--- src/rtl/vend_pkg.sv ---
// Shared types and constants for the change dispenser: coin values in nickle units,
// payout state encoding and coin selector.
package vend_pkg;

  localparam int CHG_W   = 3;
  localparam int NICKLE  = 1;
  localparam int DIME    = 2;
  localparam int QUARTER = 5;

  typedef enum logic [2:0] {
    IDLE,
    SELECT,
    RELEASE,
    GAP,
    DONE,
    JAM
  } disp_state_t;

  typedef enum logic [1:0] {
    COIN_Q,
    COIN_D,
    COIN_N
  } coin_t;

  function automatic logic [CHG_W-1:0] coin_value(input coin_t kind);
    logic [CHG_W-1:0] v;
    case (kind)
      COIN_Q:  v = CHG_W'(QUARTER);
      COIN_D:  v = CHG_W'(DIME);
      default: v = CHG_W'(NICKLE);
    endcase
    return v;
  endfunction

endpackage

--- src/rtl/ack_timer.sv ---
// Clear/enable up-counter with a terminal-count flag against a runtime limit.
// tc_o is combinational from the count register; clear has priority over enable.
module ack_timer #(
  parameter int ACK_TIMEOUT = 16,
  parameter int W           = $clog2(ACK_TIMEOUT + 1)
) (
  input  logic         clk_i,
  input  logic         rst_ni,
  input  logic         clr_i,
  input  logic         en_i,
  input  logic [W-1:0] tc_val_i,
  output logic         tc_o
);

  logic [W-1:0] cnt_q;
  logic [W-1:0] cnt_d;

  always_comb begin
    cnt_d = cnt_q;
    if (clr_i) begin
      cnt_d = '0;
    end else if (en_i) begin
      cnt_d = cnt_q + 1'b1;
    end
  end

  always_ff @(posedge clk_i or negedge rst_ni) begin
    if (!rst_ni) begin
      cnt_q <= '0;
    end else begin
      cnt_q <= cnt_d;
    end
  end

  assign tc_o = (cnt_q == tc_val_i);

endmodule

--- src/rtl/change_dispenser.sv ---
// Latches change owed on a sell strobe and pays it out one coin per hopper handshake.
// Moore outputs; a missing ack for ACK_TIMEOUT cycles locks into JAM until reset.
module change_dispenser
  import vend_pkg::*;
#(
  parameter int ACK_TIMEOUT = 16,
  parameter int GAP_CYCLES  = 2
) (
  input  logic             clk,
  input  logic             rs,
  input  logic             s,
  input  logic [CHG_W-1:0] c,
  input  logic             quarter_empty,
  input  logic             dime_empty,
  input  logic             nickle_empty,
  input  logic             coin_ack,
  output logic             rel_quarter,
  output logic             rel_dime,
  output logic             rel_nickle,
  output logic             busy,
  output logic             done,
  output logic [CHG_W-1:0] short_change,
  output logic             jam
);

  localparam int TMAX = (ACK_TIMEOUT > GAP_CYCLES) ? ACK_TIMEOUT : GAP_CYCLES;
  localparam int TW   = $clog2(TMAX + 1);

  disp_state_t      state_q, state_d;
  logic [CHG_W-1:0] rem_q, rem_d;
  coin_t            coin_q, coin_d;

  logic             tmr_clr;
  logic             tmr_en;
  logic             tmr_tc;
  logic [TW-1:0]    tmr_tc_val;

  // One counter serves both the ack timeout and the motor-settle gap; the limit follows the state.
  ack_timer #(
    .ACK_TIMEOUT(TMAX),
    .W          (TW)
  ) u_timer (
    .clk_i   (clk),
    .rst_ni  (rs),
    .clr_i   (tmr_clr),
    .en_i    (tmr_en),
    .tc_val_i(tmr_tc_val),
    .tc_o    (tmr_tc)
  );

  always_comb begin
    state_d    = state_q;
    rem_d      = rem_q;
    coin_d     = coin_q;
    tmr_clr    = 1'b1;
    tmr_en     = 1'b0;
    tmr_tc_val = TW'(ACK_TIMEOUT - 1);

    case (state_q)
      IDLE: begin
        if (s) begin
          rem_d   = c;
          state_d = (c != '0) ? SELECT : DONE;
        end
      end

      SELECT: begin
        // Greedy with fallback; a coin is only chosen if it cannot overpay.
        if (rem_q == '0) begin
          state_d = DONE;
        end else if (rem_q >= CHG_W'(QUARTER) && !quarter_empty) begin
          coin_d  = COIN_Q;
          state_d = RELEASE;
        end else if (rem_q >= CHG_W'(DIME) && !dime_empty) begin
          coin_d  = COIN_D;
          state_d = RELEASE;
        end else if (!nickle_empty) begin
          coin_d  = COIN_N;
          state_d = RELEASE;
        end else begin
          state_d = DONE;
        end
      end

      RELEASE: begin
        tmr_clr = 1'b0;
        tmr_en  = 1'b1;
        if (coin_ack) begin
          rem_d   = rem_q - coin_value(coin_q);
          state_d = GAP;
          tmr_clr = 1'b1;
        end else if (tmr_tc) begin
          state_d = JAM;
          tmr_clr = 1'b1;
        end
      end

      GAP: begin
        tmr_clr    = 1'b0;
        tmr_en     = 1'b1;
        tmr_tc_val = TW'(GAP_CYCLES - 1);
        if (tmr_tc) begin
          state_d = SELECT;
          tmr_clr = 1'b1;
        end
      end

      DONE: begin
        rem_d   = '0;
        state_d = IDLE;
      end

      JAM: begin
        state_d = JAM;
      end

      default: begin
        rem_d   = '0;
        state_d = IDLE;
      end
    endcase
  end

  always_ff @(posedge clk or negedge rs) begin
    if (!rs) begin
      state_q <= IDLE;
      rem_q   <= '0;
      coin_q  <= COIN_Q;
    end else begin
      state_q <= state_d;
      rem_q   <= rem_d;
      coin_q  <= coin_d;
    end
  end

  assign rel_quarter  = (state_q == RELEASE) && (coin_q == COIN_Q);
  assign rel_dime     = (state_q == RELEASE) && (coin_q == COIN_D);
  assign rel_nickle   = (state_q == RELEASE) && (coin_q == COIN_N);
  assign busy         = (state_q != IDLE);
  assign done         = (state_q == DONE);
  assign short_change = (state_q == DONE) ? rem_q : '0;
  assign jam          = (state_q == JAM);

endmodule
--- config.mk ---
export PLATFORM = sky130hd
export DESIGN_NAME = change_dispenser
export DESIGN_NICKNAME = d
export VERILOG_FILES = /design/src/rtl/vend_pkg.sv /design/src/rtl/ack_timer.sv /design/src/rtl/change_dispenser.sv
export SDC_FILE = /design/constraint.sdc
export NUM_CORES = 1
export LEC_CHECK = 0
export ABC_CLOCK_PERIOD_IN_PS = 2600
export CAP_MARGIN = 20
export CORE_UTILIZATION = 46
export DETAILED_ROUTE_END_ITERATION = 10
export PLACE_DENSITY = 0.74
export SETUP_SLACK_MARGIN = 0.15
export SLEW_MARGIN = 20
export SYNTH_ARGS = -nofsm -noshare
export SYNTH_HDL_FRONTEND = slang
export SYNTH_SLANG_ARGS = --single-unit
--- constraint.sdc ---
create_clock -name clk -period 2.6 [get_ports clk]
set_clock_uncertainty 0.1 [all_clocks]
set_input_delay 0.52 -clock clk [delete_from_list [all_inputs] [get_ports clk]]
set_output_delay 0.52 -clock clk [all_outputs]
set_load 0.05 [all_outputs]
==> results of run 1 <==
-- power breakdown --
part           total, mW  switching, mW  internal [mW]  leakage, nW
Clock              0.126         0.0662         0.0595       0.0150
Sequential         0.358         0.0973          0.261        0.170
Combinational      0.671          0.378          0.293        0.317
Total               1.15          0.541          0.613        0.502
-- sequential cells by signal, indices dropped and copies added (netlist names) --
name           cells
u_timer.cnt_q      5
state_q            3
rem_q              3
coin_q             2
-- routing by layer --
metal	routed length [um]	global-route usage
met5	0	0
met4	56	0.145
met3	109	0.0520
met2	943	0.371
met1	867	0.283
-- worst max-delay path, stage by stage (launching register included) --
cell	delay (ns)
dfrtp_1	0.48
nor2_1	0.17
buf_4	0.15
nand2_1	0.10
nor3b_2	0.26
buf_12	0.17
-- cells in the final DEF (no fill, tap or decap), drive strengths merged, types with 2 or more instances in the layout --
cell,instances
dfrtp,13
and3,5
mux2i,2
nor3,4
nand2b,4
mux2,3
clkbuf,4
inv,5
nor4,2
nand3,4
o211ai,2
nor2,10
o32ai,2
o21ai,2
buf,10
xnor2,2
ha,2
clkdlybuf4s50,9
and2,2
a211oi,2
a21oi,4
a31oi,3
nand2,4
xor2,3
-- stage by stage --
stage               utilization  TNS [ns]  std cells  total power [mW]
global placement          0.646         0        138              1.03
floorplan                     -    -0.393         94             0.812
CTS                       0.661         0        142              1.16
finish                    0.662         0        142              1.15
detailed placement        0.646         0        138              1.04
global route              0.662         0        142              1.24
-- how the worst max path moves through the flow --
stage	start	end	slack, ns	depth (start not counted)
floorplan	state_q[1]$_DFFE_PN0P_	short_change[0]	-0.20	2
global placement	quarter_empty	coin_q[1]$_DFFE_PN0P_	0.38	5
detailed placement	quarter_empty	coin_q[0]$_DFFE_PN0P_	0.31	5
CTS	state_q[1]$_DFFE_PN0P_	busy	0.16	3
global route	state_q[0]$_DFFE_PN0P_	rel_nickle	0.27	5
finish	state_q[0]$_DFFE_PN0P_	rel_nickle	0.37	5
-- timing repair --
action / CTS / global route
hold endpoints to repair: 0 / 0
setup endpoints to repair: 1 / 1
hold buffers: 0 / 0
resized for setup: 1 / 1
-- kinds of logic (layout without fill, tap and decap cells) --
kind of cell    Yosys count  count (layout)  share of synthesized area
simple gates             40              40                      0.250
compound gates           21              21                      0.171
flops                    13              13                      0.381
buf+inv                   7              30                     0.0308
xor+xnor                  5               5                     0.0513
mux                       5               5                     0.0630
fa+ha+maj                 3               3                     0.0527
-- cells in the mapped netlist --
| master | number | area, sq um |
|---|---|---|
| nand3_1 | 4 | 20.0 |
| fa_1 | 1 | 20.0 |
| o22ai_1 | 1 | 6.26 |
| nor3b_1 | 1 | 7.51 |
| o21ai_1 | 1 | 5.00 |
| nor3_1 | 4 | 20.0 |
| o211ai_1 | 2 | 15.0 |
| inv_1 | 5 | 18.8 |
| nor2_1 | 10 | 37.5 |
| a21o_2 | 1 | 8.76 |
| xor2_1 | 3 | 26.3 |
| nor4_1 | 2 | 12.5 |
| a32oi_1 | 1 | 8.76 |
| a21oi_1 | 4 | 20.0 |
| nor2b_1 | 1 | 6.26 |
| a311o_1 | 1 | 10.0 |
| xnor2_1 | 2 | 17.5 |
| o21ai_0 | 1 | 5.00 |
| nand2b_1 | 4 | 25.0 |
| or3_1 | 1 | 6.26 |
| clkbuf_1 | 2 | 7.51 |
| and2_1 | 1 | 6.26 |
| or4b_1 | 1 | 10.0 |
| a311oi_1 | 1 | 8.76 |
| mux2i_1 | 2 | 20.0 |
| o32ai_1 | 2 | 17.5 |
| nand2_1 | 4 | 15.0 |
| and2_2 | 1 | 7.51 |
| mux2_2 | 3 | 33.8 |
| o21bai_1 | 1 | 7.51 |
| and2b_1 | 1 | 7.51 |
| and3_2 | 1 | 7.51 |
| dfrtp_1 | 13 | 325 |
| ha_1 | 2 | 25.0 |
| and3_1 | 4 | 25.0 |
| a211oi_1 | 2 | 15.0 |
| a31oi_1 | 3 | 18.8 |
-- final cells by class --
class / instances / area [sq um]
Multi-Input combinational cell: 74 / 518
Sequential cell: 13 / 325
Clock buffer: 4 / 26.3
Fill cell: 145 / 583
Inverter: 5 / 18.8
Timing Repair Buffer: 21 / 224
Tap cell: 25 / 31.3
==> impl_metrics.py, run 1 <==
metrics = {
    "status": {
        "outcome": "finished, final reports clean",
    },
    "clocking": {
        "cts.path.max_buffers": 2,
        "post_cts_buffers": 0,
        "cts_buffers": 3,
        "cts_tree": "yes",
        "clk_pin_slew_ns": 0.08,
        "cts.sinks": 13,
        "h-tree-depth": 1,
        "clock_latency_ns": 0.28,
        "cts_root_buf": "clkbuf_4",
    },
    "final_layout": {
        "design_area_sq_mm": 0.00114,
        "area_delta_synth_final_pct": 33.8,
        "nets": 131,
        "final_layout_size_suffix_gt1_frac": 0.188,
        "diodes": 0,
    },
    "logic_synthesis": {
        "ys_ff_latch": 13,
        "synthesis.nets": 107,
        "synthesis.area_sq_um": 855,
        "ys_warn_count": 0,
        "synth_cells": 94,
        "synth_cell_types": 37,
        "yosysSeqAreaShare": 0.381,
        "syn_area_per_cell_sq_um": 9.09,
    },
    "detailed_routing": {
        "drt_iter0_drc": 18,
        "vias": 807,
        "wl_per_cell_um": 13.9,
        "drt_wl_total_um": 1980,
        "drc": 0,
        "viasPerCell": 5.68,
        "drt-pass1-iter-count": 4,
        "antenna_left": 0,
    },
    "power": {
        "leakage_nw": 0.502,
        "vdd_drop_max_mv": 0.552,
        "pwr_density_cell_mw_per_mm2": 1010,
    },
    "worst_hold_path": {
        "hold_end": "u_timer.cnt_q[0]$_DFFE_PN0P_",
        "hold_path_depth": 1,
        "hold_path_class": "reg2reg",
        "holdCritStartpoint": "u_timer.cnt_q[0]$_DFFE_PN0P_",
    },
    "floorplanning": {
        "core_sq_mm": 0.00173,
        "die_w_um": 45.1,
        "initial_core_util": 0.495,
        "chipHeight_um": 45.1,
        "ios": 19,
        "num_rows": 15,
        "dieArea_sq_mm": 0.00203,
    },
    "critical_path": {
        "regToRegSetupSlack_ns": 0.56,
        "crit_path_start_kind": "flop",
        "crit_fanout": 9,
        "r2r_end": "rem_q[2]$_DFFE_PN0P_",
        "reg2reg_depth": 8,
        "end_kind": "output pin",
        "worstPathArrival_ns": 1.61,
        "path_class": "reg2out",
        "reg2reg_from": "coin_q[1]$_DFFE_PN0P_",
        "crit_required_ns": 1.98,
    },
    "global_route": {
        "antenna_found_initial": 0,
        "grt_start_max_net_pins": 14,
        "grt_use_total": 0.232,
        "overflow": 0,
        "grt_pass1_wl_um": 3310,
        "grt_pass1_vias": 793,
    },
    "run": {
        "drv_cap": 0,
    },
    "sta": {
        "finalMaxSlewViolations": 0,
        "rsz0062_at_grt": "false",
        "layout_min_cycle_time_ns": 2.23,
        "slew_headroom": 0.631,
        "setup_viol": 0,
        "fmax_ghz": 0.448,
        "fin_crit_sh": 0.859,
        "worst_pin_slew_ns": 0.552,
        "finalHoldViolCount": 0,
        "timing.hold.ws_ns": 0.394,
        "fin_ws_ns": 0.368,
    },
    "placed_design": {
        "routabilityCongestion": 0.926,
        "dpl.hpwl_um": 1570,
        "place_area_sq_mm": 0.00112,
        "pre_cts_ws_ns": 0.313,
        "port-buffer-count": 18,
    },
}
(Power assumes the default switching activity.)
==> run 2, diff against run 1 <==
--- a/config.mk
+++ b/config.mk
@@ -9,7 +9,7 @@
 export CAP_MARGIN = 20
 export CORE_UTILIZATION = 46
 export DETAILED_ROUTE_END_ITERATION = 10
-export PLACE_DENSITY = 0.74
+export DONT_BUFFER_PORTS = 1
 export SETUP_SLACK_MARGIN = 0.15
 export SLEW_MARGIN = 20
 export SYNTH_ARGS = -nofsm -noshare
==> impl_metrics.py, run 2 (synthesis results as in run 1) <==
metrics = {
    "power": {
        "pwr_density_cell_mw_per_mm2": 1100,
        "p_sw_frac": 0.490,
        "vdd_drop_max_mv": 0.498,
        "p_comb_frac": 0.565,
        "power_switching_mw": 0.542,
        "p_clk_frac": 0.113,
        "leakage_nw": 0.439,
        "pwr-share-seq": 0.322,
        "intPower_mw": 0.565,
    },
    "critical_path": {
        "crit_path_end": "rel_nickle",
        "worstPathArrival_ns": 1.57,
        "crit_required_ns": 1.98,
        "crit_path_start_kind": "flop",
        "path_cells": "nand2_1 > nor3b_2 > buf_4",
        "slowest_stage": "dfrtp_1",
        "regToRegSetupSlack_ns": 0.48,
        "r2r_end": "rem_q[2]$_DFFE_PN0P_",
        "crit_fanout": 14,
        "critical_path.max_stage_delay_ns": 0.67,
        "reg2reg_depth": 8,
        "crit_buf_inv": 1,
        "end_kind": "output pin",
        "reg2reg_from": "coin_q[1]$_DFFE_PN0P_",
        "crit_start": "state_q[1]$_DFFE_PN0P_",
        "critPathTopFamily": "flip-flops",
        "crit_cells": 3,
        "path_class": "reg2out",
    },
    "global_route": {
        "grt_start_max_net_pins": 16,
        "grt_pass1_wl_um": 3250,
        "antenna_found_initial": 0,
        "grt_use_total": 0.226,
        "overflow": 0,
        "grt_pass1_vias": 719,
    },
    "clocking": {
        "clock_latency_ns": 0.27,
        "cts.sinks": 13,
        "h-tree-depth": 1,
        "post_cts_buffers": 0,
        "cts.path.max_buffers": 2,
        "cts_tree": "yes",
        "cts_root_buf": "clkbuf_4",
        "cts_buffers": 3,
        "clk_pin_slew_ns": 0.07,
    },
    "run": {
        "drv_cap": 0,
    },
    "placed_design": {
        "dpl.hpwl_um": 1560,
        "port-buffer-count": 0,
        "routabilityCongestion": 0.822,
        "pre_cts_ws_ns": 0.463,
    },
    "floorplanning": {
        "chipHeight_um": 45.1,
        "num_rows": 15,
        "dieArea_sq_mm": 0.00203,
        "die_w_um": 45.1,
        "initial_core_util": 0.495,
        "core_sq_mm": 0.00173,
        "ios": 19,
    },
    "sta": {
        "final.setup.tns_ns": 0,
        "fin_ws_ns": 0.405,
        "worst_pin_slew_ns": 0.591,
        "fin_crit_sh": 0.844,
        "setup_viol": 0,
        "slew_headroom": 0.605,
        "fmax_ghz": 0.456,
        "finalMaxSlewViolations": 0,
        "layout_min_cycle_time_ns": 2.19,
        "finalHoldViolCount": 0,
        "rsz0062_at_grt": "false",
    },
    "final_layout": {
        "final_common_cell": "dfrtp_1",
        "area_delta_synth_final_pct": 18.2,
        "register_area_sq_um": 325,
        "multi_input_area_sq_um": 531,
        "final_layout_size_suffix_gt1_frac": 0.217,
        "reg.largest.list": "u_timer.cnt_q: 5 flops, rem_q: 3 flops, state_q: 3 flops",
        "nets": 120,
        "regMostFlops": "u_timer.cnt_q",
        "fill_cells": 169,
        "largest_reg_flops": 5,
        "final_cell_mix": "dfrtp_1, nor2_1, buf_4, inv_1",
        "diodes": 0,
    },
    "detailed_routing": {
        "vias": 764,
        "drt_iter0_drc": 21,
        "viasPerCell": 5.83,
        "antenna_left": 0,
        "drc": 0,
        "wl_per_cell_um": 15.2,
        "drt_wl_total_um": 1990,
        "drt-pass1-iter-count": 4,
    },
    "status": {
        "outcome": "finished, final reports clean",
    },
    "worst_hold_path": {
        "hold_path_class": "in2reg",
    },
}
[run 2: cell count changes in the layout (fill, tap and decap cells not counted), sizes merged]
cell,previous run,this run
clkdlybuf4s50,9,0
dlygate4sd2,1,0
dlymetal6s2s,1,0
buf,10,9
dlygate4sd3,0,1
[run 2: worst min-delay path by stage]
| stage | from | end | slack, ns | cells past startpoint |
|---|---|---|---|---|
| 5_1_grt | coin_ack | state_q[1]$_DFFE_PN0P_ | 0.32 | 1 |
| 4_1_cts | coin_ack | state_q[1]$_DFFE_PN0P_ | 0.33 | 1 |
| 2_1_floorplan | rs | coin_q[0]$_DFFE_PN0P_ | 0.12 | 0 |
| 6_report | coin_ack | state_q[1]$_DFFE_PN0P_ | 0.33 | 1 |
| 3_5_place_dp | rs | rem_q[1]$_DFFE_PN0P_ | 0.12 | 0 |
| 3_3_place_gp | rs | rem_q[1]$_DFFE_PN0P_ | 0.12 | 0 |
[run 2: layout make-up]
| class | count | area share |
|---|---|---|
| Clock buffer | 4 | 0.0260 |
| Timing Repair Buffer | 10 | 0.0768 |
| Sequential cell | 13 | 0.322 |
| Multi-Input combinational cell | 74 | 0.525 |
| Tap cell | 25 | 0.0310 |
| Inverter | 5 | 0.0186 |
[run 2: worst register-to-register path: stages, from the launching register on]
cell and delay, ns:
dfrtp_1 0.40, nand2b_1 0.21, ha_1 0.18, inv_1 0.05, fa_1 0.38, xor2_1 0.17
xnor2_1 0.19, a31oi_1 0.11, o32ai_1 0.25
[run 2: per-stage QoR]
stage                      util  cell area (sq um)  hold slack [ns]  instances  total power, mW
after floorplan               -                870            0.124         94            0.812
after global placement    0.564                973            0.125        126            0.967
after detailed placement  0.564                973            0.125        126            0.980
after CTS                 0.585               1010            0.329        131             1.11
after global routing      0.585               1010            0.322        131             1.20
final                     0.585               1010            0.332        131             1.11
[run 2: metal layers]
metal	up-vias	GRT usage	wire, um
li1	373	-	-
met5	-	0	0
met4	0	0.103	13
met1	365	0.279	852
met2	24	0.377	1000
met3	2	0.0480	120
[run 2: what timing repair did]
action,4_1_cts,5_1_grt
hold buffers,1,0
hold endpoints to repair,13,0
gates resized for setup,0,0
[run 2: power by group through the flow]
stage                     Clock, mW  Combinational (mW)  Sequential (mW)
after global routing          0.142               0.686            0.369
final                         0.125               0.625            0.356
after floorplan                   0               0.486            0.326
after CTS                     0.131               0.629            0.355
after detailed placement          0               0.619            0.361
after global placement            0               0.611            0.357
==> run 3, diff against run 2 <==
--- a/config.mk
+++ b/config.mk
@@ -5,7 +5,7 @@
 export SDC_FILE = /design/constraint.sdc
 export NUM_CORES = 1
 export LEC_CHECK = 0
-export ABC_CLOCK_PERIOD_IN_PS = 2600
+export ABC_CLOCK_PERIOD_IN_PS = 2250
 export CAP_MARGIN = 20
 export CORE_UTILIZATION = 46
 export DETAILED_ROUTE_END_ITERATION = 10
==> constraint.sdc (replaced) <==
create_clock -name clk -period 2.25 [get_ports clk]
set_clock_uncertainty 0.1 [all_clocks]
set_input_delay 0.45 -clock clk [delete_from_list [all_inputs] [get_ports clk]]
set_output_delay 0.45 -clock clk [all_outputs]
set_load 0.05 [all_outputs]
==> impl_metrics.py, run 3 (synthesis results as in run 1) <==
metrics = {
    "global_route": {
        "grt_use_total": 0.224,
        "overflow": 0,
        "antenna_found_initial": 0,
        "grt_pass1_wl_um": 3240,
        "grt_start_max_net_pins": 15,
        "grt_pass1_vias": 734,
    },
    "critical_path": {
        "critPathTopFamily": "simple AND/OR/NAND/NOR gates",
        "critical_path.max_stage_delay_ns": 0.47,
        "regToRegSetupSlack_ns": 0.24,
        "worstPathArrival_ns": 1.47,
        "reg2reg_from": "coin_q[0]$_DFFE_PN0P_",
        "r2r_end": "rem_q[2]$_DFFE_PN0P_",
        "crit_fanout": 10,
        "crit_path_start_kind": "flop",
        "crit_buf_inv": 1,
        "reg2reg_depth": 8,
        "slowest_stage": "dfrtp_2",
        "path_cells": "nor2_1 > nand2_1 > nor3b_2 > buf_4",
        "crit_required_ns": 1.70,
        "path_class": "reg2out",
        "end_kind": "output pin",
    },
    "power": {
        "p_total_mw": 1.34,
        "leakage_nw": 0.457,
        "pwr-share-seq": 0.323,
        "p_comb_frac": 0.566,
        "intPower_mw": 0.698,
        "pwr_density_cell_mw_per_mm2": 1270,
        "vdd_drop_max_mv": 0.593,
        "p_sw_frac": 0.480,
        "p_clk_frac": 0.111,
        "power_switching_mw": 0.645,
    },
    "floorplanning": {
        "chipHeight_um": 45.1,
        "initial_core_util": 0.495,
        "dieArea_sq_mm": 0.00203,
        "die_w_um": 45.1,
        "ios": 19,
        "core_sq_mm": 0.00173,
        "num_rows": 15,
    },
    "detailed_routing": {
        "drt_iter0_drc": 24,
        "drt_wl_total_um": 2070,
        "vias": 813,
        "drt-pass1-iter-count": 4,
        "wl_per_cell_um": 15.5,
        "viasPerCell": 6.07,
        "antenna_left": 0,
        "drc": 0,
    },
    "clocking": {
        "clk_pin_slew_ns": 0.09,
        "clock_latency_ns": 0.27,
        "cts_root_buf": "clkbuf_4",
        "cts.path.max_buffers": 2,
        "h-tree-depth": 1,
        "cts_tree": "yes",
        "cts.sinks": 13,
        "cts_buffers": 3,
    },
    "final_layout": {
        "final_common_cell": "buf_4",
        "design_area_sq_mm": 0.00106,
        "instances_no_fill": 134,
        "post-route-util": 0.613,
        "nets": 123,
        "largest_reg_flops": 5,
        "final_cell_mix": "buf_4, nor2_1, dfrtp_1",
        "final_layout_size_suffix_gt1_frac": 0.303,
        "reg.largest.list": "u_timer.cnt_q: 5 flops, rem_q: 3 flops, state_q: 3 flops",
        "area_delta_synth_final_pct": 23.9,
        "diodes": 0,
        "regMostFlops": "u_timer.cnt_q",
    },
    "sta": {
        "fin_crit_sh": 0.897,
        "fmax_ghz": 0.495,
        "worst_pin_slew_ns": 0.657,
        "layout_min_cycle_time_ns": 2.02,
        "finalHoldViolCount": 0,
        "finalMaxSlewViolations": 0,
        "final.setup.tns_ns": 0,
        "rsz0062_at_grt": "true",
        "slew_headroom": 0.560,
        "setup_viol": 0,
    },
    "worst_hold_path": {
        "hold_path_depth": 1,
        "hold_path_class": "in2reg",
        "hold_end": "state_q[1]$_DFFE_PN0P_",
        "holdCritStartpoint": "coin_ack",
    },
    "placed_design": {
        "dp.cells": 126,
        "port-buffer-count": 0,
        "place_area_sq_um": 986,
        "dpl.hpwl_um": 1520,
        "routabilityCongestion": 0.801,
    },
    "run": {
        "drv_cap": 0,
    },
    "status": {
        "outcome": "finished, final reports clean",
    },
}
==> run 3: changes by cell type in the layout (fill, tap and decap cells not counted) <==
| cell | change |
|---|---|
| and3_1 | -1 |
| and3_2 | +1 |
| buf_12 | +1 |
| buf_4 | +2 |
| dfrtp_1 | -4 |
| dfrtp_2 | +4 |
| inv_1 | -1 |
| inv_2 | +1 |
| nand2b_1 | -1 |
| nand2b_4 | +1 |
==> run 3: timing repair <==
item / in CTS / in global routing
buffers inserted: 0 / 3
endpoints found under the setup margin: 1 / 6
gates resized for setup: 1 / 6
hold endpoints to repair: 13 / 0
hold buffers: 1 / 0
pin swaps: 0 / 2
==> run 3: cell type report <==
class                   instances  area, sq um
flip-flops and latches         13          330
clock buffers                   4         26.3
well taps                      25         31.3
repair buffers                 13          113
multi-input cells              74          539
inverters                       5         18.8
fillers                       160          668
==> run 3: metal layers <==
layer  GRT usage  routed length [um]
met5           0                   0
met4      0.0545                  18
met3      0.0400                  82
met2       0.328                 927
met1       0.340                1040
==> run 3: per-stage QoR <==
| step | hold WS, ns | setup WS, ns |
|---|---|---|
| final | 0.253 | 0.231 |
| after global routing | 0.249 | 0.118 |
| after CTS | 0.248 | 0.163 |
| after detailed placement | 0.0547 | 0.195 |
| after global placement | 0.0547 | 0.289 |
| after floorplan | 0.0544 | -0.185 |
==> run 3: power by group through the flow <==
stage                     Combinational [mW]  Sequential [mW]  Clock [mW]
after CTS                              0.714            0.420       0.153
final                                  0.760            0.434       0.149
after global placement                 0.696            0.423           0
after detailed placement               0.703            0.426           0
after global routing                   0.831            0.450       0.165
after floorplan                        0.574            0.376           0
==> run 3: worst register-to-register path: cells and delay by family (launching register included) <==
family	cells	cell delay, ns
compound gates	2	0.39
xor+xnor	2	0.32
fa+ha+maj	2	0.50
buf+inv	1	0.05
flops	1	0.47
simple gates	1	0.09
==> run 3: worst max-delay path by stage <==
stage,startpoint,to,slack (ns),cells past startpoint
2_1_floorplan,state_q[1]$_DFFE_PN0P_,short_change[1],-0.18,3
3_5_place_dp,coin_q[1]$_DFFE_PN0P_,rem_q[2]$_DFFE_PN0P_,0.19,8
4_1_cts,state_q[1]$_DFFE_PN0P_,rel_nickle,0.16,3
3_3_place_gp,coin_q[0]$_DFFE_PN0P_,rem_q[2]$_DFFE_PN0P_,0.29,8
6_report,state_q[0]$_DFFE_PN0P_,rel_nickle,0.23,4
5_1_grt,state_q[0]$_DFFE_PN0P_,rel_nickle,0.12,4
